<file path="src/rtl/core_sram_arbiter.sv">
// Single-port SRAM arbiter between a Wishbone slave port and a core data port.
// Optional contention counter enabled by defining CORE_SRAM_ARB_CONFLICT_CNT_EN.
module core_sram_arbiter #(
  parameter int AW       = 10,
  parameter int MAX_WAIT = 8
) (
  input  logic          clk_i,
  input  logic          rst_ni,
  input  logic          wbs_cyc_i,
  input  logic          wbs_stb_i,
  input  logic          wbs_we_i,
  input  logic [3:0]    wbs_sel_i,
  input  logic [AW-1:0] wbs_adr_i,
  input  logic [31:0]   wbs_dat_i,
  output logic [31:0]   wbs_dat_o,
  output logic          wbs_ack_o,
  input  logic          core_req_i,
  input  logic          core_we_i,
  input  logic [3:0]    core_be_i,
  input  logic [AW-1:0] core_addr_i,
  input  logic [31:0]   core_wdata_i,
  output logic          core_gnt_o,
  output logic          core_rvalid_o,
  output logic [31:0]   core_rdata_o,
  output logic          sram_en_o,
  output logic          sram_we_o,
  output logic [3:0]    sram_be_o,
  output logic [AW-1:0] sram_addr_o,
  output logic [31:0]   sram_wdata_o,
  input  logic [31:0]   sram_rdata_i,
  output logic [15:0]   conflict_cnt_o
);

  localparam int WW = $clog2(MAX_WAIT + 1);

  typedef enum logic {IDLE, WB_ACK} state_t;

  state_t        state_q, state_d;
  logic [WW-1:0] wait_cnt_q, wait_cnt_d;
  logic          wb_req, starve, wb_gnt, core_gnt;
  logic          vld_p1;
  logic          wb_we_p1;

  function automatic logic [WW-1:0] sat_wait_inc(input logic [WW-1:0] v);
    if (v == WW'(MAX_WAIT)) return v;
    return v + WW'(1);
  endfunction

  // Grants are suppressed while reset is held so the SRAM sees no access.
  always_comb begin
    wb_req   = wbs_cyc_i & wbs_stb_i & (state_q == IDLE) & rst_ni;
    starve   = (wait_cnt_q == WW'(MAX_WAIT));
    wb_gnt   = wb_req & (~core_req_i | starve);
    core_gnt = core_req_i & rst_ni & ~wb_gnt;
  end

  always_comb begin
    sram_en_o    = 1'b0;
    sram_we_o    = 1'b0;
    sram_be_o    = '0;
    sram_addr_o  = '0;
    sram_wdata_o = '0;
    if (wb_gnt) begin
      sram_en_o    = 1'b1;
      sram_we_o    = wbs_we_i;
      sram_be_o    = wbs_sel_i;
      sram_addr_o  = wbs_adr_i;
      sram_wdata_o = wbs_dat_i;
    end else if (core_gnt) begin
      sram_en_o    = 1'b1;
      sram_we_o    = core_we_i;
      sram_be_o    = core_be_i;
      sram_addr_o  = core_addr_i;
      sram_wdata_o = core_wdata_i;
    end
  end

  always_comb begin
    state_d    = state_q;
    wait_cnt_d = wait_cnt_q;
    case (state_q)
      IDLE:    if (wb_gnt) state_d = WB_ACK;
      WB_ACK:  state_d = IDLE;
      default: state_d = IDLE;
    endcase
    if (!wb_req || wb_gnt) begin
      wait_cnt_d = '0;
    end else if (core_gnt) begin
      wait_cnt_d = sat_wait_inc(wait_cnt_q);
    end
  end

  always_ff @(posedge clk_i or negedge rst_ni) begin
    if (!rst_ni) begin
      state_q    <= IDLE;
      wait_cnt_q <= '0;
      vld_p1     <= 1'b0;
    end else begin
      state_q    <= state_d;
      wait_cnt_q <= wait_cnt_d;
      vld_p1     <= core_gnt;
    end
  end

  // p0 -> p1: remember the direction of the granted Wishbone access for the ack cycle.
  always_ff @(posedge clk_i) begin
    if (wb_gnt) wb_we_p1 <= wbs_we_i;
  end

  assign wbs_ack_o     = (state_q == WB_ACK);
  assign wbs_dat_o     = (wbs_ack_o && !wb_we_p1) ? sram_rdata_i : 32'h0;
  assign core_gnt_o    = core_gnt;
  assign core_rvalid_o = vld_p1;
  assign core_rdata_o  = vld_p1 ? sram_rdata_i : 32'h0;

`ifdef CORE_SRAM_ARB_CONFLICT_CNT_EN
  logic [15:0] conflict_cnt_q;

  function automatic logic [15:0] sat_cnt_inc(input logic [15:0] v);
    if (v == 16'hFFFF) return v;
    return v + 16'd1;
  endfunction

  always_ff @(posedge clk_i or negedge rst_ni) begin
    if (!rst_ni) begin
      conflict_cnt_q <= '0;
    end else if (wb_req && core_req_i) begin
      conflict_cnt_q <= sat_cnt_inc(conflict_cnt_q);
    end
  end

  assign conflict_cnt_o = conflict_cnt_q;
`else
  assign conflict_cnt_o = 16'h0;
`endif

endmodule

</file>
<file path="config.mk">
export PLATFORM = sky130hd
export DESIGN_NAME = core_sram_arbiter
export DESIGN_NICKNAME = d
export VERILOG_FILES = /design/src/rtl/core_sram_arbiter.sv
export SDC_FILE = /design/constraint.sdc
export NUM_CORES = 1
export LEC_CHECK = 0
export CORE_AREA = 2 2 101 103
export CTS_BUF_LIST = sky130_fd_sc_hd__clkbuf_8
export CTS_CLUSTER_DIAMETER = 60
export DETAILED_ROUTE_END_ITERATION = 16
export DIE_AREA = 0 0 103 105
export MAX_ROUTING_LAYER = met4
export PLACE_DENSITY = 0.61
export SETUP_SLACK_MARGIN = 0.5
export SLEW_MARGIN = 20
export SYNTH_ARGS = -nofsm -noshare
export SYNTH_HDL_FRONTEND = slang
export SYNTH_SLANG_ARGS = --single-unit
</file>
<file path="constraint.sdc">
create_clock -name clk_i -period 2.75 [get_ports clk_i]
set_input_delay 0.275 -clock clk_i [delete_from_list [all_inputs] [get_ports clk_i]]
set_output_delay 0.275 -clock clk_i [all_outputs]
set_load 0.01 [all_outputs]
</file>
* Yosys cells after proc, flatten, opt, wreduce, memory -nomap -nowiden
Index checks and enable logic that the tools add are counted.
W data, S select, Z words.
** Operators by class
- Divide/modulo/power cells :: 0
- Mux-type cells :: 20
- $lt $le $gt $ge :: 0
- Shifts and indexed selects :: 0
- Bitwise operators :: 10
- Eq/ne operators :: 2
- Reduce and logical (&&, ||, !) cells :: 6
- Add/subtract/negate cells :: 1
- Multipliers :: 0
** Operator list (count)
- $mux W32 :: 4
- $mux W10 :: 2
- $mux W4 :: 5
- $mux W1 :: 8
- $and A1 B1 Y1 :: 6
- $add A4 B1 Y4 const B :: 1
- $eq A4 B4 Y1 const B :: 1
- $ne A3 B3 Y1 const B :: 1
- $not A1 Y1 :: 3
- $logic_not A1 Y1 :: 2
- $pmux W1 S2 :: 1
- $reduce_and A2 Y1 :: 1
- $reduce_bool A2 Y1 :: 1
- $logic_and A1 B1 Y1 :: 1
- $logic_or A1 B1 Y1 :: 1
- $or A1 B1 Y1 :: 1
** Word-level totals
- Register bits after elaboration :: 7
- Word-level logic and storage cells :: 43
- Memories :: 0
- RAM bits :: 0
- Bits in read-only memories :: 0
- Bits in latches :: 0

* Longest topological paths before layout
Gate-level depths: netlist of the first run.
- Word-level depth :: 11
- Depth in mapped cells :: 7
- Depth with buffers taken out :: 5

* Least setup slack after synthesis of the first run
OpenSTA, ideal clock, no wires.
- Path type :: register -> output
- Start :: register wait_cnt_q[0]
- End :: output port sram_wdata_o[13]
- Path slack :: 1.082 ns
- Required time :: 2.475 ns
- Arrival time :: 1.393 ns
- Cell stages (with the launch flop) :: 8
- Cell sequence :: dfrtp_1 > inv_1 > ha_1 > nand3b_4 > a21oi_2 > buf_4 > buf_4 > a22o_1
** On the way
- Longest elaborated chain between the ends :: 7
** RTL lines
- from (decl) :: line 39 : logic [WW-1:0] wait_cnt_q, wait_cnt_d;
- from (signal assigned) :: line 100 : wait_cnt_q <= wait_cnt_d;
- $eq A4 B4 Y1 * :: line 52 : starve = (wait_cnt_q == WW'(MAX_WAIT));
- $or A1 B1 Y1 * :: line 53 : wb_gnt = wb_req & (~core_req_i | starve);
- $and A1 B1 Y1 * :: line 53
- $not A1 Y1 :: line 54 : core_gnt = core_req_i & rst_ni & ~wb_gnt;
- $and A1 B1 Y1 :: line 54
- $mux W32 :: line 69 : end else if (core_gnt) begin
- $mux W32 * :: line 63 : if (wb_gnt) begin
- to (decl) :: line 29 : output logic [31:0] sram_wdata_o,
Mark *: on every way between the ends. The rest lies on a longest branch, timed or not.

* Worst setup path after layout of the first run
- Start :: register wait_cnt_q[0]
- End :: output port sram_addr_o[3]
** On the way
- Longest elaborated chain between the ends :: 7
** RTL lines
- $eq A4 B4 Y1 * :: line 52
- $or A1 B1 Y1 * :: line 53
- $and A1 B1 Y1 * :: line 53
- $not A1 Y1 :: line 54
- $and A1 B1 Y1 :: line 54
- $mux W10 :: line 69
- $mux W10 * :: line 63
- to (decl) :: line 28 : output logic [AW-1:0] sram_addr_o,
Marks and branches as above.

==> results.ini, run 1 <==
[status]
status=complete, no violations

[worst_setup_path]
path_class=flop to output pin
crit_chain=inv_1, ha_2, nand3b_4, a21oi_4, buf_6, buf_6, clkbuf_16, a22o_1, clkbuf_2
r2r_end=wb_we_p1
arrival_ns=1.89
r2r_setup_slack_ns=1.08
crit_slowest_cell=dfrtp_1
critical-path-max-stage-delay_ns=0.37
start_kind=flop
reg2regPathDepth=7
endpoint_kind=output pin
r2r-start=wait_cnt_q[0]
crit_fanout=12
crit_path_frequent_cell=buf_6
critPathRequiredTime_ns=2.48

[die]
die-area_sq_um=10800
start_util=0.143
die_y_um=105
row_count=36
io-pin-count=262
die_x_um=103
core_area_sq_um=9640

[synthesis]
postSynthCellCount=172
synth.cell_area_sq_um=1380
synth_commonest_cells=and2_1 (64), a22o_1 (47), buf_4 (18)
synth_warnings=0
ys_ff_latch=7
synth_edf_count=1
synth-async-reset-ratio=0.857
synth.avg_cell_area_sq_um=8.02
synth_top_area_frac=0.299
post-synth-top-area-cell=a22o_1
synth_top_cells_by_area=a22o_1 (30%), and2_1 (29%), dfrtp_1 (11%)
yosysMostFrequentCell=and2_1
synthFlopType=dfrtp_1
ys_types=23
ys_seq_area_frac=0.131

[finish]
drive_gt1_frac=0.145
synthToLayoutAreaGrowth_pct=190
regArea_sq_um=181
multi_input_area_sq_um=1040
n_antenna_cell=0
num-nets-final=555
n_fill_cell=1021

[sta]
fin_crit_ns=2.16
finClkSkew_ns=0.00256
final_hold_viol_count=0
rsz0062_at_grt=false
whs_ns=0.187
fin_crit_sh=0.787
fmax_ghz=0.462
finalMaxSlewViolations=0
finalSetupViolations=0
final.setup.tns_ns=0

[drt]
ant_nets=0
drtIter0Drc=44
drt-vias-per-instance=4.07
drcViolationCount=0
totalWireLength_mm=8.63
post_drt_wl_per_cell_um=15.6
dr_total_vias=2254
first_pass_iters=4

[grt]
grt_max_degree=34
grt_pass1_wl_mm=12.0
antenna_found_initial=0
track_usage=0.144
grt_pass1_vias=2281
grt_overflow_total=0

[placed_design]
port_buffers=245
dp_hpwl_mm=6.58
gp_congestion=0.811

[power_and_ir_drop]
p_per_area_nw_per_um2=174
p_int_w=0.000494
p_sw_w=0.000201
peakVddDrop_mv=0.115
p_leak_nw=1.82
clkPwrFrac=0.205
switching_share=0.289
power.share.sequential=0.163
combPwrFrac=0.632

[clock_network]
clk_latency_ns=0.23
cts.path.max_buffers=2
htreeDepth=1
clk_pin_slew_worst_paths_ns=0.04
clock_sink_count=7
cts_buffers=3
cts_tree=yes
cts_root_buffer=clkbuf_8

[worst_hold_path]
min-delay-path-class=input pin to asynchronous set/reset pin

[run]
max_cap_viol_count=0

## power by group through the flow
stage / logic, W / registers (W) / clock network, W
finish: 0.000439 / 0.000113 / 0.000143
global route: 0.000468 / 0.000115 / 0.000150
CTS: 0.000449 / 0.000114 / 0.000146
detailed placement: 0.000448 / 0.000115 / 0
global placement: 0.000447 / 0.000115 / 0
floorplan: 0.000141 / 0.000111 / 0
## cell type report
type,instances,share of cell area
Timing Repair Buffer,262,0.638
Multi-Input combinational cell,145,0.261
Sequential cell,7,0.0454
Tap cell,133,0.0417
Clock buffer,3,0.0103
Inverter,3,0.00282
Clock inverter,1,0.000940
## cells in the final DEF (no fill, tap or decap), types with 2 or more instances in the layout
cell type and instances:
and2_1 64, buf_16 3, clkbuf_2 33, nor3_1 4, buf_12 2, clkbuf_16 2
dfrtp_1 5, nand2_1 2, clkdlybuf4s50_1 194, a22o_1 47, inv_1 4, dlymetal6s2s_1 8
buf_4 7, buf_6 3, dlygate4sd2_1 8, clkbuf_8 3, buf_2 2, conb_1 16
## critical path: cells and delay by family, from the launching register on
kind,cells,cell delay (ns)
compound gates,2,0.35
simple gates,1,0.11
buf+inv,5,0.63
fa+ha+maj,1,0.19
flops,1,0.37
## worst max path at each step
| stage | startpoint | end | slack, ns | cells after the start |
|---|---|---|---|---|
| global route | wait_cnt_q[1] | sram_addr_o[3] | 0.51 | 9 |
| CTS | wait_cnt_q[1] | sram_addr_o[0] | 0.33 | 7 |
| global placement | core_req_i | sram_addr_o[0] | 0.28 | 6 |
| detailed placement | rst_ni | sram_addr_o[0] | 0.26 | 6 |
| floorplan | wait_cnt_q[0] | sram_wdata_o[13] | 1.08 | 7 |
| finish | wait_cnt_q[0] | sram_addr_o[3] | 0.59 | 9 |
## sequential cells by signal, indices dropped and copies added (netlist names)
name / flops
wb_we_p1: 1
wait_cnt_q: 4
wbs_ack_o: 1
core_rvalid_o: 1
## metrics by stage
step | power, W | util | area (sq um) | instances | setup slack (ns)
global route | 0.000732 | 0.414 | 3990 | 554 | 0.511
global placement | 0.000562 | 0.405 | 3900 | 537 | 0.279
finish | 0.000695 | 0.414 | 3990 | 554 | 0.586
detailed placement | 0.000563 | 0.405 | 3900 | 537 | 0.255
floorplan | 0.000251 | - | 1440 | 187 | 1.08
CTS | 0.000708 | 0.421 | 4060 | 551 | 0.327
## timing repair
action	in CTS	in global routing
setup endpoints to repair	49	50
gates resized for setup	68	64
gates cloned	3	2
buffers inserted	7	1
hold buffers	0	0
pin swaps	2	3
## routing by layer
layer / wire length, um / track usage / up-vias / part of all wire
li1: - / - / 1076 / -
met1: 3240 / 0.166 / 997 / 0.37
met2: 4440 / 0.263 / 171 / 0.51
met3: 858 / 0.0221 / 10 / 0.099
met4: 99 / 0.0216 / 0 / 0.011
met5: 0 / - / - / 0
## kinds of logic after synthesis
family / share of synthesized area
AO/OA/AOI/OAI: 0.316
adder cells (fa/ha/maj): 0.0181
buffers and inverters: 0.165
flip-flops: 0.131
XOR/XNOR: 0.0127
AND/OR/NAND/NOR: 0.355
other: 0.00272
(Power assumes the default switching activity.)
==> run 2: changes to the inputs <==
Settings changed: CORE_AREA 2 2 101 103 to 2 2 102 104, DIE_AREA 0 0 103 105 to 0 0 104 106, PLACE_DENSITY 0.61 to 0.63.
Clock period 2.75 ns to 1.75 ns, I/O delays scaled along.
==> run 2 against run 1 <==
Compared with the run above:
- the run now ends with negative setup slack left
- first-iteration DRC count grew 84%
- utilization is 9.5 points higher
- register-to-register slack got worse by 1.1 ns
- critical path depth rose by 1
- largest cell class unchanged
- highest routed layer unchanged
==> results.ini, run 2 (same netlist as run 1, synthesis figures left out) <==
[sta]
finalSetupViolations=61
fin_crit_ns=2.04
final_hold_viol_count=0
fin_crit_sh=1.17
final.setup.tns_ns=-13.50
fmax_ghz=0.490
rsz0062_at_grt=true
worst_slack_ns=-0.290
finalMaxSlewViolations=0
finClkSkew_ns=0.00137

[power_and_ir_drop]
power_w=0.00133
switching_share=0.290
power.share.sequential=0.129
p_int_w=0.000946
p_leak_nw=2.44
peakVddDrop_mv=0.128
clkPwrFrac=0.166
combPwrFrac=0.705
p_per_area_nw_per_um2=262
p_sw_w=0.000386

[finish]
n_fill_cell=914
largest_reg_flops=4
fin_util=0.509
multi_input_area_sq_um=1210
synthToLayoutAreaGrowth_pct=269
regArea_sq_um=181
drive_gt1_frac=0.543
num-nets-final=613
max_flop_register=wait_cnt_q
final_common_cell=clkdlybuf4s50_1
layout_common_cells=clkdlybuf4s50_1 (129), buf_6 (88), and2_4 (57)

[drt]
dr_total_vias=2618
met2_length_mm=6.04
first_pass_iters=4
post_drt_wl_per_cell_um=18.0
ant_nets=0
totalWireLength_mm=11.1
drcViolationCount=0
wl_met3_um=897
wl_met1_mm=3.96
drtIter0Drc=81
top_layer=met4
drt-vias-per-instance=4.25

[clock_network]
cts_buffers=3
cts_tree=yes
clock_sink_count=7
clk_latency_ns=0.23
cts_root_buffer=clkbuf_8
htreeDepth=1
clk_pin_slew_worst_paths_ns=0.04
hold_buffers=0
cts.path.max_buffers=2

[worst_setup_path]
reg2regPathDepth=9
r2r-start=wait_cnt_q[1]
crit_fanout=5
critPathRequiredTime_ns=1.57
r2r_setup_slack_ns=-0.01
start_kind=flop
r2r_end=wb_we_p1
endpoint_kind=output pin
path_class=flop to output pin
arrival_ns=1.86

[die]
die_x_um=104
start_util=0.138
die-area_sq_um=11000
io-pin-count=262
die_y_um=106
row_count=37
core_area_sq_um=10000

[grt]
grt_pass1_vias=2710
grt_overflow_total=0
grt_max_degree=12
antenna_found_initial=1
track_usage=0.188
grt_pass1_wl_mm=15.5

[run]
max_cap_viol_count=0

[placed_design]
dp_hpwl_mm=6.73
port_buffers=245
gp_congestion=0.823
dp_slack_ns=-0.522

[worst_hold_path]
min-delay-path-class=input pin to asynchronous set/reset pin

[status]
violations=negative setup slack
status=finished with violations

[run 2: cell types whose count changed in the layout (fill, tap and decap cells not counted), moves of 8 or more]
cell and change:
clkdlybuf4s50_1 -65, and2_1 -57, buf_2 +51, buf_16 +16, and2_4 +57, buf_6 +85
dlymetal6s2s_1 -8, buf_4 +8, buf_12 +9, clkbuf_2 -33
[run 2: area by class of cell]
cell class | instances | share of cell area
Clock inverter | 1 | 0.000737
Clock buffer | 3 | 0.00811
Multi-Input combinational cell | 145 | 0.238
Sequential cell | 7 | 0.0356
Tap cell | 136 | 0.0334
Timing Repair Buffer | 320 | 0.682
Antenna cell | 1 | 0.000491
Inverter | 3 | 0.00221
[run 2: worst max-delay path, cell delays in order, from the launching register on]
cell and delay, ns:
dfrtp_1 0.38, inv_2 0.07, ha_4 0.13, nand3b_4 0.11, a21oi_4 0.24, buf_6 0.13, buf_8 0.10, buf_12 0.11
buf_16 0.11, a22o_1 0.12, buf_2 0.12
[run 2: power groups by stage]
stage                     registers (W)  logic, W  clock network, W
after floorplan                0.000174  0.000221                 0
after global placement         0.000173  0.000725                 0
after detailed placement       0.000173  0.000728                 0
after CTS                      0.000172  0.000898          0.000226
after global routing           0.000172  0.000986          0.000238
final                          0.000172  0.000939          0.000221
[run 2: how the worst max path moves through the flow]
stage	from	slack (ns)	cells after the start	end
after floorplan	wait_cnt_q[0]	0.20	7	sram_wdata_o[13]
after global placement	rst_ni	-0.48	6	sram_wdata_o[11]
after CTS	wait_cnt_q[1]	-0.35	10	sram_addr_o[1]
after detailed placement	rst_ni	-0.52	6	sram_wdata_o[11]
final	wait_cnt_q[1]	-0.29	10	sram_addr_o[1]
after global routing	wait_cnt_q[0]	-0.41	10	sram_addr_o[0]
[run 2: metrics by stage]
stage | std cells | hold slack, ns | area [sq um]
after floorplan | 187 | -0.121 | 1440
after global placement | 552 | 0.529 | 4020
after detailed placement | 552 | 0.537 | 4020
after CTS | 609 | 0.0915 | 4860
after global routing | 616 | 0.122 | 5090
final | 616 | 0.0826 | 5090
[run 2: per-layer routing]
layer | GRT usage | vias to the layer above
li1 | - | 1199
met1 | 0.190 | 1232
met2 | 0.368 | 173
met3 | 0.0429 | 14
met4 | 0.0425 | 0
met5 | - | -
[run 2: what timing repair did]
item | 4_1_cts | 5_1_grt
gates cloned | 19 | 0
resized for setup | 608 | 41
pin swaps | 41 | 3
setup endpoints to repair | 117 | 116
setup buffers | 34 | 6
==> run 3: changes to the inputs <==
Settings changed: CELL_PAD_IN_SITES_DETAIL_PLACEMENT set to 0, CELL_PAD_IN_SITES_GLOBAL_PLACEMENT set to 1, CORE_AREA 2 2 102 104 to unset, CORE_ASPECT_RATIO set to 1.5, CORE_UTILIZATION set to 10, DIE_AREA 0 0 104 106 to unset, PLACE_DENSITY 0.63 to unset, PLACE_DENSITY_LB_ADDON set to 0.12.
==> run 3 against run 2 <==
Compared with the run above:
- the run ends with design-rule violations, negative setup slack left
- via count is 6.1% lower
- wire length down 13%
- largest power group unchanged
- setup slack gained 0.041 ns
- critical path depth is 2 lower
- count of clock-buffer cells in the layout did not move
- critical path type unchanged
- first-iteration DRC count fell by 58%
==> results.ini, run 3 (same netlist as run 1, synthesis figures left out) <==
[sta]
final_hold_viol_count=0
finClkSkew_ns=0.00182
fin_crit_ns=2.00
fmax_ghz=0.500
worst_slack_ns=-0.249
finalSetupViolations=52
finalMaxSlewViolations=0
rsz0062_at_grt=true
fin_crit_sh=1.14

[worst_setup_path]
endpoint_kind=output pin
path_class=flop to output pin
start_kind=flop
critPathRequiredTime_ns=1.57
r2r_setup_slack_ns=-0.01
reg2regPathDepth=10
crit_fanout=5
r2r_end=wb_we_p1
arrival_ns=1.82
r2r-start=wait_cnt_q[1]

[placed_design]
port_buffers=245
dp_slack_ns=-0.521
gp_congestion=0.708
dp.cells=579
dp_hpwl_mm=6.25

[die]
io-pin-count=262
die-area_sq_um=14300
start_util=0.102
core_area_sq_um=13500
die_x_um=97.9
die_y_um=146
row_count=52

[run]
max_cap_viol_count=0

[clock_network]
cts_tree=yes
hold_buffers=0
cts_buffers=3
cts_root_buffer=clkbuf_8
cts.path.max_buffers=2
clock_sink_count=7
clk_pin_slew_worst_paths_ns=0.04
htreeDepth=1
clk_latency_ns=0.22

[status]
status=finished with violations
violations=design-rule violations, negative setup slack

[power_and_ir_drop]
power.share.sequential=0.136
peakVddDrop_mv=0.123
switching_share=0.278
combPwrFrac=0.696
p_sw_w=0.000353
p_per_area_nw_per_um2=262
p_int_w=0.000915
clkPwrFrac=0.169
p_leak_nw=2.31

[grt]
antenna_found_initial=0
grt_max_degree=19
grt_overflow_total=0
grt_pass1_wl_mm=13.9
track_usage=0.130
grt_pass1_vias=2536

[finish]
synthToLayoutAreaGrowth_pct=251
finalNonFillerCells=627
layout_common_cells=clkdlybuf4s50_1 (129), buf_6 (82), buf_2 (55)
fin_util=0.360
drive_gt1_frac=0.510
final_common_cell=clkdlybuf4s50_1
largest_reg_flops=4
num-nets-final=599
n_antenna_cell=0
max_flop_register=wait_cnt_q
n_fill_cell=1394

[drt]
drt-vias-per-instance=3.92
post_drt_wl_per_cell_um=15.3
drcViolationCount=17
drtIter0Drc=34
first_pass_iters=10
ant_nets=0
totalWireLength_mm=9.59
dr_total_vias=2458

[worst_hold_path]
min-delay-path-class=input pin to asynchronous set/reset pin

[run 3: metal layers]
metal,routed length (um),vias to the layer above,global-route usage
li1,-,1168,-
met2,5780,174,0.273
met5,0,-,-
met4,34,0,0.0136
met1,3070,1112,0.127
met3,701,4,0.0149
[run 3: layout make-up]
cell class                      count  area (sq um)  share of cell area
Timing Repair Buffer              306          3210               0.663
Multi-Input combinational cell    145          1190               0.247
Tap cell                          162           203              0.0418
Sequential cell                     7           181              0.0374
Clock buffer                        3          41.3             0.00852
Inverter                            3          11.3             0.00232
Clock inverter                      1          3.75            0.000775
[run 3: critical path, cell delays in order, from the launching register on]
cell and delay (ns):
dfrtp_1 0.37, inv_1 0.06, ha_2 0.18, nand3b_4 0.11
o21ba_4 0.27, buf_12 0.15, clkbuf_16 0.15, a22o_1 0.17
buf_2 0.13
[run 3: repair_timing]
item,in CTS,in global routing
pin swaps,12,18
buffers inserted,27,2
cloned,13,2
setup endpoints to repair,117,118
gates resized for setup,554,65
[run 3: stage by stage]
stage                     setup TNS (ns)  hold slack [ns]  area [sq um]  power [W]
final                              -8.12            0.119          4850    0.00127
after global routing              -12.31            0.146          4850    0.00134
after CTS                          -9.79            0.134          4510    0.00121
after detailed placement          -23.84            0.547          4060   0.000900
after global placement            -23.09            0.537          4060   0.000903
after floorplan                        0           -0.121          1440   0.000396
[run 3: power by group through the flow]
| stage | registers, W | clock network, W | logic (W) |
|---|---|---|---|
| after floorplan | 0.000174 | 0 | 0.000221 |
| after global placement | 0.000173 | 0 | 0.000730 |
| after detailed placement | 0.000173 | 0 | 0.000727 |
| after CTS | 0.000172 | 0.000221 | 0.000819 |
| after global routing | 0.000173 | 0.000229 | 0.000940 |
| final | 0.000172 | 0.000214 | 0.000883 |
[run 3: worst max path at each step]
stage	startpoint	end	slack, ns	cells past startpoint
3_3_place_gp	rst_ni	sram_addr_o[0]	-0.50	6
2_1_floorplan	wait_cnt_q[0]	sram_wdata_o[13]	0.20	7
3_5_place_dp	rst_ni	sram_wdata_o[28]	-0.52	6
6_report	wait_cnt_q[1]	sram_wdata_o[2]	-0.25	8
5_1_grt	wait_cnt_q[1]	sram_addr_o[1]	-0.33	10
4_1_cts	wait_cnt_q[1]	sram_wdata_o[15]	-0.27	8
